**config.mk**
```make
export PLATFORM = sky130hd
export DESIGN_NAME = spi_responder
export DESIGN_NICKNAME = d
export VERILOG_FILES = /design/src/rtl/spi_responder.sv
export SDC_FILE = /design/constraint.sdc
export NUM_CORES = 1
export LEC_CHECK = 0
export CORE_UTILIZATION = 35
export CTS_CLUSTER_DIAMETER = 40
export DETAILED_ROUTE_END_ITERATION = 12
export HOLD_SLACK_MARGIN = 0.06
export PLACE_DENSITY = 0.65
export SETUP_SLACK_MARGIN = 0.3
export SKIP_CTS_REPAIR_TIMING = 1
export SYNTH_ARGS = -nofsm -noshare
export SYNTH_HDL_FRONTEND = slang
export SYNTH_SLANG_ARGS = --single-unit
```
**constraint.sdc**
```tcl
create_clock -name clk -period 1.75 [get_ports clk]
set_input_delay 0.4375 -clock clk [delete_from_list [all_inputs] [get_ports clk]]
set_output_delay 0.4375 -clock clk [all_outputs]
set_load 0.1 [all_outputs]
```
**src/rtl/spi_responder.sv**
```systemverilog
// SPI mode-0 responder: oversampled SCLK/CS_N/MOSI, byte deserialiser and
// one-deep transmit buffer feeding the MISO shifter.
module spi_responder #(
    parameter logic [7:0] FILL_BYTE   = 8'hFF,
    parameter int         SYNC_STAGES = 2
) (
    input  logic       clk,
    input  logic       reset,
    input  logic       SCLK,
    input  logic       CS_N,
    input  logic       MOSI,
    output logic       MISO,
    output logic       MISO_OE,
    input  logic [7:0] tx_data,
    input  logic       tx_wr,
    output logic       tx_full,
    output logic [7:0] rx_data,
    output logic       rx_valid,
    output logic       tx_ovf,
    output logic       tx_undf,
    output logic       busy
);

    typedef enum logic {
        IDLE,
        SHIFT
    } state_t;

    localparam int PW = $clog2(SYNC_STAGES + 2);
    localparam logic [PW-1:0] PRIME_MAX = PW'(SYNC_STAGES + 1);

    logic [SYNC_STAGES-1:0] sclk_sync_q;
    logic [SYNC_STAGES-1:0] cs_sync_q;
    logic [SYNC_STAGES-1:0] mosi_sync_q;
    logic                   sclk_last_q;
    logic                   cs_last_q;
    logic [PW-1:0]          prime_q;

    logic sclk_s;
    logic cs_s;
    logic mosi_s;
    logic edges_ok;
    logic sclk_rise;
    logic sclk_fall;
    logic cs_rise;
    logic cs_fall;

    state_t     state_q, state_d;
    logic [7:0] tx_buf_q, tx_buf_d;
    logic       tx_full_q, tx_full_d;
    logic [7:0] tx_sh_q, tx_sh_d;
    logic [6:0] rx_sh_q, rx_sh_d;
    logic [7:0] rx_data_q, rx_data_d;
    logic [2:0] bit_cnt_q, bit_cnt_d;
    logic       load_done_q, load_done_d;
    logic       miso_q, miso_d;
    logic       miso_oe_q, miso_oe_d;
    logic       rx_valid_q, rx_valid_d;
    logic       tx_ovf_q, tx_ovf_d;
    logic       tx_undf_q, tx_undf_d;
    logic       load_c;
    logic       consumed_c;

    always_ff @(posedge clk) begin
        if (reset) begin
            sclk_sync_q <= '1;
            cs_sync_q   <= '1;
            mosi_sync_q <= '1;
            sclk_last_q <= 1'b1;
            cs_last_q   <= 1'b1;
            prime_q     <= '0;
        end else begin
            sclk_sync_q <= {sclk_sync_q[SYNC_STAGES-2:0], SCLK};
            cs_sync_q   <= {cs_sync_q[SYNC_STAGES-2:0], CS_N};
            mosi_sync_q <= {mosi_sync_q[SYNC_STAGES-2:0], MOSI};
            sclk_last_q <= sclk_s;
            cs_last_q   <= cs_s;
            if (prime_q != PRIME_MAX) begin
                prime_q <= prime_q + 1'b1;
            end
        end
    end

    assign sclk_s = sclk_sync_q[SYNC_STAGES-1];
    assign cs_s   = cs_sync_q[SYNC_STAGES-1];
    assign mosi_s = mosi_sync_q[SYNC_STAGES-1];

    // Edges stay masked until the chain holds real pin samples, so a CS_N
    // already low at reset release is not mistaken for a fresh fall.
    assign edges_ok  = (prime_q == PRIME_MAX);
    assign sclk_rise = edges_ok & sclk_s & ~sclk_last_q;
    assign sclk_fall = edges_ok & ~sclk_s & sclk_last_q;
    assign cs_rise   = edges_ok & cs_s & ~cs_last_q;
    assign cs_fall   = edges_ok & ~cs_s & cs_last_q;

    always_comb begin
        state_d     = state_q;
        tx_buf_d    = tx_buf_q;
        tx_full_d   = tx_full_q;
        tx_sh_d     = tx_sh_q;
        rx_sh_d     = rx_sh_q;
        rx_data_d   = rx_data_q;
        bit_cnt_d   = bit_cnt_q;
        load_done_d = load_done_q;
        miso_oe_d   = miso_oe_q;
        rx_valid_d  = 1'b0;
        tx_ovf_d    = 1'b0;
        tx_undf_d   = 1'b0;
        load_c      = 1'b0;
        consumed_c  = 1'b0;
        miso_d      = 1'b0;

        unique case (state_q)
            IDLE: begin
                miso_oe_d = 1'b0;
                if (cs_fall) begin
                    state_d   = SHIFT;
                    load_c    = 1'b1;
                    bit_cnt_d = 3'd0;
                    miso_oe_d = 1'b1;
                end
            end
            SHIFT: begin
                if (cs_rise) begin
                    state_d     = IDLE;
                    miso_oe_d   = 1'b0;
                    bit_cnt_d   = 3'd0;
                    load_done_d = 1'b0;
                end else if (sclk_rise) begin
                    rx_sh_d     = {rx_sh_q[5:0], mosi_s};
                    bit_cnt_d   = bit_cnt_q + 3'd1;
                    load_done_d = 1'b0;
                    if (bit_cnt_q == 3'd7) begin
                        rx_data_d  = {rx_sh_q, mosi_s};
                        rx_valid_d = 1'b1;
                    end
                end else if (sclk_fall) begin
                    if (bit_cnt_q != 3'd0) begin
                        tx_sh_d = {tx_sh_q[6:0], 1'b0};
                    end else if (!load_done_q) begin
                        load_c = 1'b1;
                    end
                end
            end
        endcase

        if (load_c) begin
            tx_sh_d     = tx_full_q ? tx_buf_q : FILL_BYTE;
            tx_undf_d   = ~tx_full_q;
            consumed_c  = tx_full_q;
            load_done_d = 1'b1;
        end

        // A write landing on the consuming cycle refills the freed slot.
        if (tx_wr) begin
            if (tx_full_q && !consumed_c) begin
                tx_ovf_d = 1'b1;
            end else begin
                tx_buf_d  = tx_data;
                tx_full_d = 1'b1;
            end
        end else if (consumed_c) begin
            tx_full_d = 1'b0;
        end

        if (state_d == SHIFT) begin
            miso_d = tx_sh_d[7];
        end
    end

    always_ff @(posedge clk) begin
        if (reset) begin
            state_q     <= IDLE;
            tx_buf_q    <= 8'h00;
            tx_full_q   <= 1'b0;
            tx_sh_q     <= 8'h00;
            rx_sh_q     <= 7'h00;
            rx_data_q   <= 8'h00;
            bit_cnt_q   <= 3'd0;
            load_done_q <= 1'b0;
            miso_q      <= 1'b0;
            miso_oe_q   <= 1'b0;
            rx_valid_q  <= 1'b0;
            tx_ovf_q    <= 1'b0;
            tx_undf_q   <= 1'b0;
        end else begin
            state_q     <= state_d;
            tx_buf_q    <= tx_buf_d;
            tx_full_q   <= tx_full_d;
            tx_sh_q     <= tx_sh_d;
            rx_sh_q     <= rx_sh_d;
            rx_data_q   <= rx_data_d;
            bit_cnt_q   <= bit_cnt_d;
            load_done_q <= load_done_d;
            miso_q      <= miso_d;
            miso_oe_q   <= miso_oe_d;
            rx_valid_q  <= rx_valid_d;
            tx_ovf_q    <= tx_ovf_d;
            tx_undf_q   <= tx_undf_d;
        end
    end

    assign MISO     = miso_q;
    assign MISO_OE  = miso_oe_q;
    assign tx_full  = tx_full_q;
    assign rx_data  = rx_data_q;
    assign rx_valid = rx_valid_q;
    assign tx_ovf   = tx_ovf_q;
    assign tx_undf  = tx_undf_q;
    assign busy     = (state_q == SHIFT);

endmodule

```
# After elaboration in Yosys (flattened, before gate mapping)
# Index checks and enable logic that the tools add are counted.
dict set report word_totals {
  out_inout_bits 15
  register_bits 52
  inputBits 14
  word_cells 102
}
dict set report op_classes {
  n_mux 32
  bitwise 20
  n_addsub 2
  n_eq_ne 9
  n_reduce_logical 19
}
# cell n
set ops {}
lappend ops {{$mux 8} 7}
lappend ops {{$mux 1} 18}
lappend ops {{$not 1->1} 12}
lappend ops {{$mux 3} 3}
lappend ops {{$and 1x1->1} 8}
lappend ops {{$ne 2x2->1 const B} 4}
lappend ops {{$reduce_and 2->1} 4}
lappend ops {{$reduce_bool 2->1} 4}
lappend ops {{$pmux 1 s2} 3}
lappend ops {{$pmux 3 s2} 1}
lappend ops {{$reduce_bool 3->1} 2}
lappend ops {{$reduce_or 2->1} 3}
lappend ops {{$reduce_and 5->1} 1}
lappend ops {{$ne 2x1->1 const B} 2}
lappend ops {{$reduce_and 4->1} 1}
lappend ops {{$reduce_or 4->1} 1}
lappend ops {{$add 3x1->3 const B} 1}
lappend ops {{$eq 3x3->1 const B} 1}
lappend ops {{$ne 3x3->1 const B} 1}
lappend ops {{$reduce_and 3->1} 1}
lappend ops {{$add 2x1->2 const B} 1}
lappend ops {{$eq 2x2->1 const B} 1}
lappend ops {{$logic_and 1x1->1} 1}
lappend ops {{$logic_not 1->1} 1}

# Longest topological paths before layout
# Gate-level depths: netlist of the first run.
dict set report logic_depth {
  depth_word 12
  depth_mapped 8
  ltp_nobuf 7
}

# Least setup slack after synthesis of the first run
# Ideal clock, no wire load.
dict set report synth_path {
  kind {reg2reg}
  from {reg state_q, in the netlist busy}
  to {reg tx_sh_q[1]}
  setup_ns 0.132
  path_buffers 1
  path_slack_ns -0.501
  t_arrival_ns 2.118
  period_less_slack_ns 2.251
  stages_incl_launch_ff 7
  cell_sequence {dfxtp_1 -> clkbuf_8 -> nand4bb_2 -> a21boi_0 -> o22ai_1 -> nand2_1 -> a21oi_1}
}
dict set report synth_between {
  elab_chain_cells 4
  word_cells_on_any_way 9
  classes_between {eq/ne (2); mux (2); bitwise (1); reduce/logical (4)}
}
# item line_no
set synth_lines {}
lappend synth_lines {{start, declared} 48} ;# state_t state_q, state_d;
lappend synth_lines {{start signal, assigned} 187} ;# state_q <= state_d;
lappend synth_lines {{$not 1->1} -}
lappend synth_lines {{$pmux 1 s2} 113} ;# unique case (state_q)
lappend synth_lines {{$ne 2x1->1 (no line) or $reduce_bool 2->1 (tied branches)} -}
lappend synth_lines {{$reduce_and 5->1 (no line)} -}
lappend synth_lines {{end signal, assigned} 190} ;# tx_sh_q <= tx_sh_d;
lappend synth_lines {{end, declared} 51} ;# logic [7:0] tx_sh_q, tx_sh_d;
# Several ways; a longest one is shown, not always the timed one.
# A chain may end at the register's enable or synchronous reset.

# Worst setup path in the final report of the first run
dict set report layout_path {
  from {reg prime_q[0]}
  to {reg tx_buf_q[4]}
}
dict set report layout_between {
  elab_chain_cells 12
  word_cells_on_any_way 19
  classes_between {eq/ne (1); mux (6); bitwise (9); reduce/logical (3)}
}
# item line_no
set layout_lines {}
lappend layout_lines {{start, declared} 37} ;# logic [PW-1:0] prime_q;
lappend layout_lines {{start signal, assigned} 79} ;# prime_q <= prime_q + 1'b1;
lappend layout_lines {{$eq 2x2->1 (*)} 90} ;# assign edges_ok = (prime_q == PRIME_MAX);
lappend layout_lines {{$and 1x1->1 (2 in series)} 92} ;# assign sclk_fall = edges_ok & ~sclk_s & sclk_last_q;
lappend layout_lines {{$mux 1} 137} ;# end else if (sclk_fall) begin
lappend layout_lines {{$mux 1} 129} ;# end else if (sclk_rise) begin
lappend layout_lines {{$mux 1} 124} ;# if (cs_rise) begin
lappend layout_lines {{$pmux 1 s2 (*)} 113}
lappend layout_lines {{$mux 1 (*)} 147} ;# if (load_c) begin
lappend layout_lines {{$logic_not 1->1 (*)} 156} ;# if (tx_full_q && !consumed_c) begin
lappend layout_lines {{$logic_and 1x1->1 (*)} 156}
lappend layout_lines {{$not 1->1 (no line) (*)} -}
lappend layout_lines {{$reduce_and 2->1 (no line) (*)} -}
lappend layout_lines {{end signal, assigned} 188} ;# tx_buf_q <= tx_buf_d;
lappend layout_lines {{end, declared} 49} ;# logic [7:0] tx_buf_q, tx_buf_d;
# Mark *: on every way between the ends. The rest lies on a longest branch, timed or not.

==> impl_metrics.ini, run 1 <==
[run_status]
status = complete, no violations

[layout]
nFillCells = 510
layout_commonest_cell = dfxtp_1
layout_common_cells = dfxtp_1, nor2_1, mux2i_1
syn2layout_area_growth_pct = 40.3
regArea_um2 = 1050
n_antenna_cell = 0
final_core_util = 0.514
fin_nets = 278
multi_input_area_um2 = 1140
layout-drive-gt1-share = 0.333

[synthesis]
syn_area_um2 = 2190
yosysWarnings = 0
synthCells = 220
synth_fa_ha_area_frac = 0.0228
synthArstFlopShare = 0
synth-xor-area-share = 0.00399
synth_compound_area_frac = 0.0912
synthTopCellsByArea = dfxtp_1, mux2i_1, nor2_1
synth-simple-area-share = 0.213
syn_nets = 238
synth.avg_cell_area_um2 = 9.98
synth_ff_type = dfxtp_1
synth_top_family_by_area = simple AND/OR/NAND/NOR gates
ys_seq_area_frac = 0.474
synth_seq_cells = 52
synth.area.mux_share = 0.126
synth_top_area_cell = dfxtp_1
synth_top_area_frac = 0.474
synth_enable_flop_cells = 0
synth_cell_type_count = 41

[power]
powerDensity_nw_per_um2 = 779
cellLeakagePower_uw = 0.00129
peakVddDrop_v = 0.000481

[timing]
fin_crit_ns = 1.63
worst_hold_slack_ns = 0.417
slew_violations = 0
tightest_slew_ns = 0.269
fmaxAchievable_mhz = 615
clock_skew_ns = 0.00895
slew_headroom = 0.819
rsz0062_at_grt = true
finalSetupViolCount = 0
final_hold_viol_count = 0
min_period_over_period = 0.930

[drt]
vias_per_cell = 4.78
wl_mm = 4.18
vias = 1607
ant_nets = 0
drc_errors = 0
dr.first_iter.drc_count = 130
drt_first_pass_iters = 4
wl_per_cell_um = 12.4

[global_routing]
globalRouteTotalUtil = 0.134
grt-busiest-layer = met2
gr-usage-met3 = 0.0315
antenna_found_initial = 0
grt_use_met2 = 0.208
grt_pass1_wl_mm = 6.70
grt_overflow = 0
grt_pass1_vias = 1517
grt_max_degree = 42
grt_use_met1 = 0.171

[placed_design]
gp_congestion = 0.766
portBuffers = 28
dp_hpwl_mm = 2.80

[clock_tree]
cts_buffers = 5
root_buffer = clkbuf_8
tritoncts = yes
clkTransAtPathRegs_ns = 0.10
h-tree-depth = 2
clk_latency_ns = 0.30
cts_buffer_depth = 2
cts_sinks = 52

[die]
die-area_um2 = 6590
start_util = 0.366
io_pins = 29
core_um2 = 5990
die_x_um = 81.2
die_h_um = 81.2
placementRows = 28

[min_path]
hold_class = register to register
worstHoldStart = sclk_sync_q[0]

[worst_setup_path]
critical_path_arrival_ns = 1.82
crit_type = register to register
r2r_cells = 6
endpoint_kind = register
r2r-start = prime_q[0]
cp_max_fo = 8
cp-start-kind = register
endpoint = tx_buf_q[4]
required_ns = 1.94
critPathLaunch = prime_q[0]
worst-r2r-setup-slack_ns = 0.12
r2r-end = tx_buf_q[4]

[run]
maxCapViolCount = 0
[sequential cells by signal, summed over array words and instances (netlist names)]
name         count
tx_undf          1
rx_valid         1
sclk_sync_q      2
load_done_q      1
cs_sync_q        2
tx_sh_q          8
MISO             1
prime_q          2
sclk_last_q      1
tx_ovf           1
MISO_OE          1
mosi_sync_q      2
tx_full          1
bit_cnt_q        3
rx_sh_q          7
cs_last_q        1
rx_data          8
busy             1
tx_buf_q         8
[through the flow]
stage | setup TNS (ns) | worst slack, ns | cell area [µm²] | total power [µW] | instances
after CTS | -0.824 | -0.115 | 2850 | 2400 | 324
after floorplan | 0 | 0.156 | 2240 | 1420 | 220
final | 0 | 0.123 | 3080 | 2400 | 336
after global routing | 0 | 0.0287 | 3080 | 2490 | 336
after detailed placement | -0.612 | -0.0871 | 2720 | 1490 | 316
after global placement | -0.115 | -0.0156 | 2720 | 1480 | 316
[per-layer routing]
layer | wire, µm | share of wire
met5 | 0 | 0
met4 | 61 | 0.015
met3 | 145 | 0.035
met2 | 1950 | 0.47
met1 | 2020 | 0.48
[critical path, stage by stage, from the launching register on]
cell	delay [ns]
dfxtp_2	0.37
ha_4	0.19
and4bb_1	0.25
o2111ai_2	0.15
a31o_4	0.33
mux2i_1	0.16
nor2_1	0.06
[synthesized netlist by cell type (2+ instances only)]
| library cell | n |
|---|---|
| o21ai_0 | 3 |
| a21oi_1 | 11 |
| nor3_1 | 2 |
| inv_1 | 11 |
| mux2i_1 | 25 |
| buf_4 | 2 |
| nand2_1 | 8 |
| buf_6 | 5 |
| ha_1 | 4 |
| nor2_1 | 32 |
| dfxtp_1 | 52 |
| nor2b_1 | 7 |
| nand2b_1 | 5 |
| o22ai_1 | 6 |
| a21boi_0 | 2 |
| nand3_1 | 7 |
| and2b_1 | 2 |
| o21a_1 | 2 |
| clkbuf_1 | 5 |
| or2_2 | 8 |
[how the worst min path moves through the flow]
stage | endpoint | slack, ns | cells after the start
6_report | sclk_sync_q[1] | 0.42 | 1
5_1_grt | mosi_sync_q[1] | 0.44 | 1
4_1_cts | sclk_sync_q[1] | 0.42 | 1
3_5_place_dp | sclk_sync_q[1] | 0.40 | 1
3_3_place_gp | cs_sync_q[1] | 0.40 | 1
2_1_floorplan | cs_sync_q[1] | 0.39 | 1
[logic make-up (layout without fill, tap and decap cells)]
family / count (synthesis) / after routing
simple gates: 83 / 83
flops: 52 / 52
compound gates: 28 / 28
mux: 27 / 27
buf+inv: 25 / 66
fa+ha+maj: 4 / 4
xor+xnor: 1 / 1
[layout make-up]
cell class | instances | share of cell area
multi-input cells | 143 | 0.370
flip-flops and latches | 52 | 0.343
repair buffers | 47 | 0.200
clock buffers | 6 | 0.0305
well taps | 75 | 0.0305
inverters | 11 | 0.0134
clock inverters | 2 | 0.0126
[where the power goes]
group / internal (µW) / leakage (µW) / total (µW) / switching, µW
clock network: 518 / 0.0000669 / 916 / 397
logic: 121 / 0.000797 / 233 / 112
registers: 1220 / 0.000425 / 1250 / 31.9
Power figures use the tool's default switching activity.
==> inputs of run 2 (changes only) <==
--- a/config.mk
+++ b/config.mk
@@ -5,10 +5,13 @@
 export SDC_FILE = /design/constraint.sdc
 export NUM_CORES = 1
 export LEC_CHECK = 0
+export CORE_ASPECT_RATIO = 1.1
+export CORE_MARGIN = 2
 export CORE_UTILIZATION = 35
 export CTS_CLUSTER_DIAMETER = 40
 export DETAILED_ROUTE_END_ITERATION = 12
 export HOLD_SLACK_MARGIN = 0.06
+export MAX_ROUTING_LAYER = met4
 export PLACE_DENSITY = 0.65
 export SETUP_SLACK_MARGIN = 0.3
 export SKIP_CTS_REPAIR_TIMING = 1
==> impl_metrics.ini, run 2 (synthesis gave the netlist of run 1 again) <==
[run_status]
status = complete, no violations

[timing]
fin_ws_ns = 0.154
slew_headroom = 0.814
fmaxAchievable_mhz = 626
min_period_over_period = 0.912
rsz0062_at_grt = true
slew_violations = 0
final_hold_viol_count = 0
tightest_slew_ns = 0.278
fin_crit_ns = 1.60
finalSetupViolCount = 0
clock_skew_ns = 0.00612

[worst_setup_path]
crit_type = register to register
cp_max_fo = 6
worst-r2r-setup-slack_ns = 0.15
cpPeakStageDelay_ns = 0.37
cp_slowest_cell = dfxtp_2
r2r_cells = 6
crit_path_cell_trace = ha_4 > and4bb_1 > o2111ai_2 > and2_4 > mux2i_4 > a211oi_2
critical_path_arrival_ns = 1.82
required_ns = 1.97
r2r-end = MISO
endpoint_kind = register
cp-start-kind = register
r2r-start = prime_q[0]

[min_path]
whs_path_depth = 1
hold_class = register to register
worstHoldStart = mosi_sync_q[0]
whs_endpoint = mosi_sync_q[1]

[global_routing]
grt_overflow = 0
grt_pass1_wl_mm = 7.00
globalRouteTotalUtil = 0.131
antenna_found_initial = 0
grt_max_degree = 44
grt_pass1_vias = 1568

[clock_tree]
clkTransAtPathRegs_ns = 0.09
cts_buffer_depth = 2
root_buffer = clkbuf_8
clk_latency_ns = 0.30
cts_sinks = 52
h-tree-depth = 2
cts_buffers = 5
tritoncts = yes

[die]
die-area_um2 = 6920
core_um2 = 6120
die_x_um = 79.5
placementRows = 30
start_util = 0.359
die_h_um = 87.1
io_pins = 29

[layout]
syn2layout_area_growth_pct = 33.4
layout_common_cells = dfxtp_1, nor2_1, mux2i_1
n_antenna_cell = 0
fin_area_um2 = 2930
fin_nets = 269
layout_commonest_cell = dfxtp_1
layout-drive-gt1-share = 0.286

[drt]
drc_errors = 0
met3_length_um = 125
top_layer = met4
dr.first_iter.drc_count = 67
vias = 1585
ant_nets = 0
wl_met1_mm = 1.87
wl_per_cell_um = 12.1
drt_first_pass_iters = 4
wl_mm = 4.03
met2_length_mm = 1.98
vias_per_cell = 4.77

[placed_design]
place_ws_ns = -0.0688
dp_hpwl_mm = 2.83
portBuffers = 28
gp_congestion = 0.786
postPlaceCellArea_um2 = 2740

[power]
switching_share = 0.231
intPower_uw = 1760
pwr-share-clk = 0.360
cellLeakagePower_uw = 0.00121
peakVddDrop_v = 0.000378
seqPwrFrac = 0.545
powerDensity_nw_per_um2 = 783
p_switching_uw = 529
combPwrFrac = 0.095

[run]
maxCapViolCount = 0
-- run 2: worst max-delay path, delay by kind of cell, from the launching register on --
family / cells / cell delay (ns)
AO/OA/AOI/OAI: 2 / 0.33
adder cells (fa/ha/maj): 1 / 0.16
flip-flops: 1 / 0.37
multiplexers: 1 / 0.19
AND/OR/NAND/NOR: 2 / 0.46
-- run 2: metal layers --
layer / up-vias / track usage
met5: - / -
met4: 0 / 0.0564
met3: 7 / 0.0259
met2: 25 / 0.204
met1: 756 / 0.165
li1: 797 / -
-- run 2: layout make-up --
class                           instances  area, µm²
Inverter                               11       41.3
Clock buffer                            6       72.6
Sequential cell                        52       1050
Timing Repair Buffer                   38        526
Clock inverter                          2       38.8
Fill cell                             548       3190
Multi-Input combinational cell        143       1100
Tap cell                               80        100
-- run 2: through the flow --
stage               hold WS [ns]  TNS [ns]  power, µW   util  std cells
finish                     0.419         0       2290  0.479        332
CTS                        0.422    -0.595       2310  0.466        331
floorplan                  0.389         0       1420      -        220
global route               0.425         0       2390  0.479        332
detailed placement         0.398    -0.461       1490  0.447        323
global placement           0.399    -0.386       1490  0.447        323
-- run 2: how the worst max path moves through the flow --
stage / from / to / slack, ns / cells past startpoint
6_report: prime_q[0] / MISO / 0.15 / 6
3_3_place_gp: tx_wr / tx_buf_q[4] / -0.05 / 5
3_5_place_dp: bit_cnt_q[0] / tx_buf_q[4] / -0.07 / 7
2_1_floorplan: prime_q[1] / tx_buf_q[0] / 0.16 / 8
4_1_cts: bit_cnt_q[0] / tx_buf_q[4] / -0.09 / 7
5_1_grt: prime_q[0] / MISO / 0.09 / 6
-- run 2: power groups by stage --
stage	combinational, µW	clock [µW]	sequential (µW)
3_5_place_dp	213	0	1280
3_3_place_gp	210	0	1280
6_report	218	825	1250
4_1_cts	214	844	1250
2_1_floorplan	133	0	1290
5_1_grt	238	897	1250
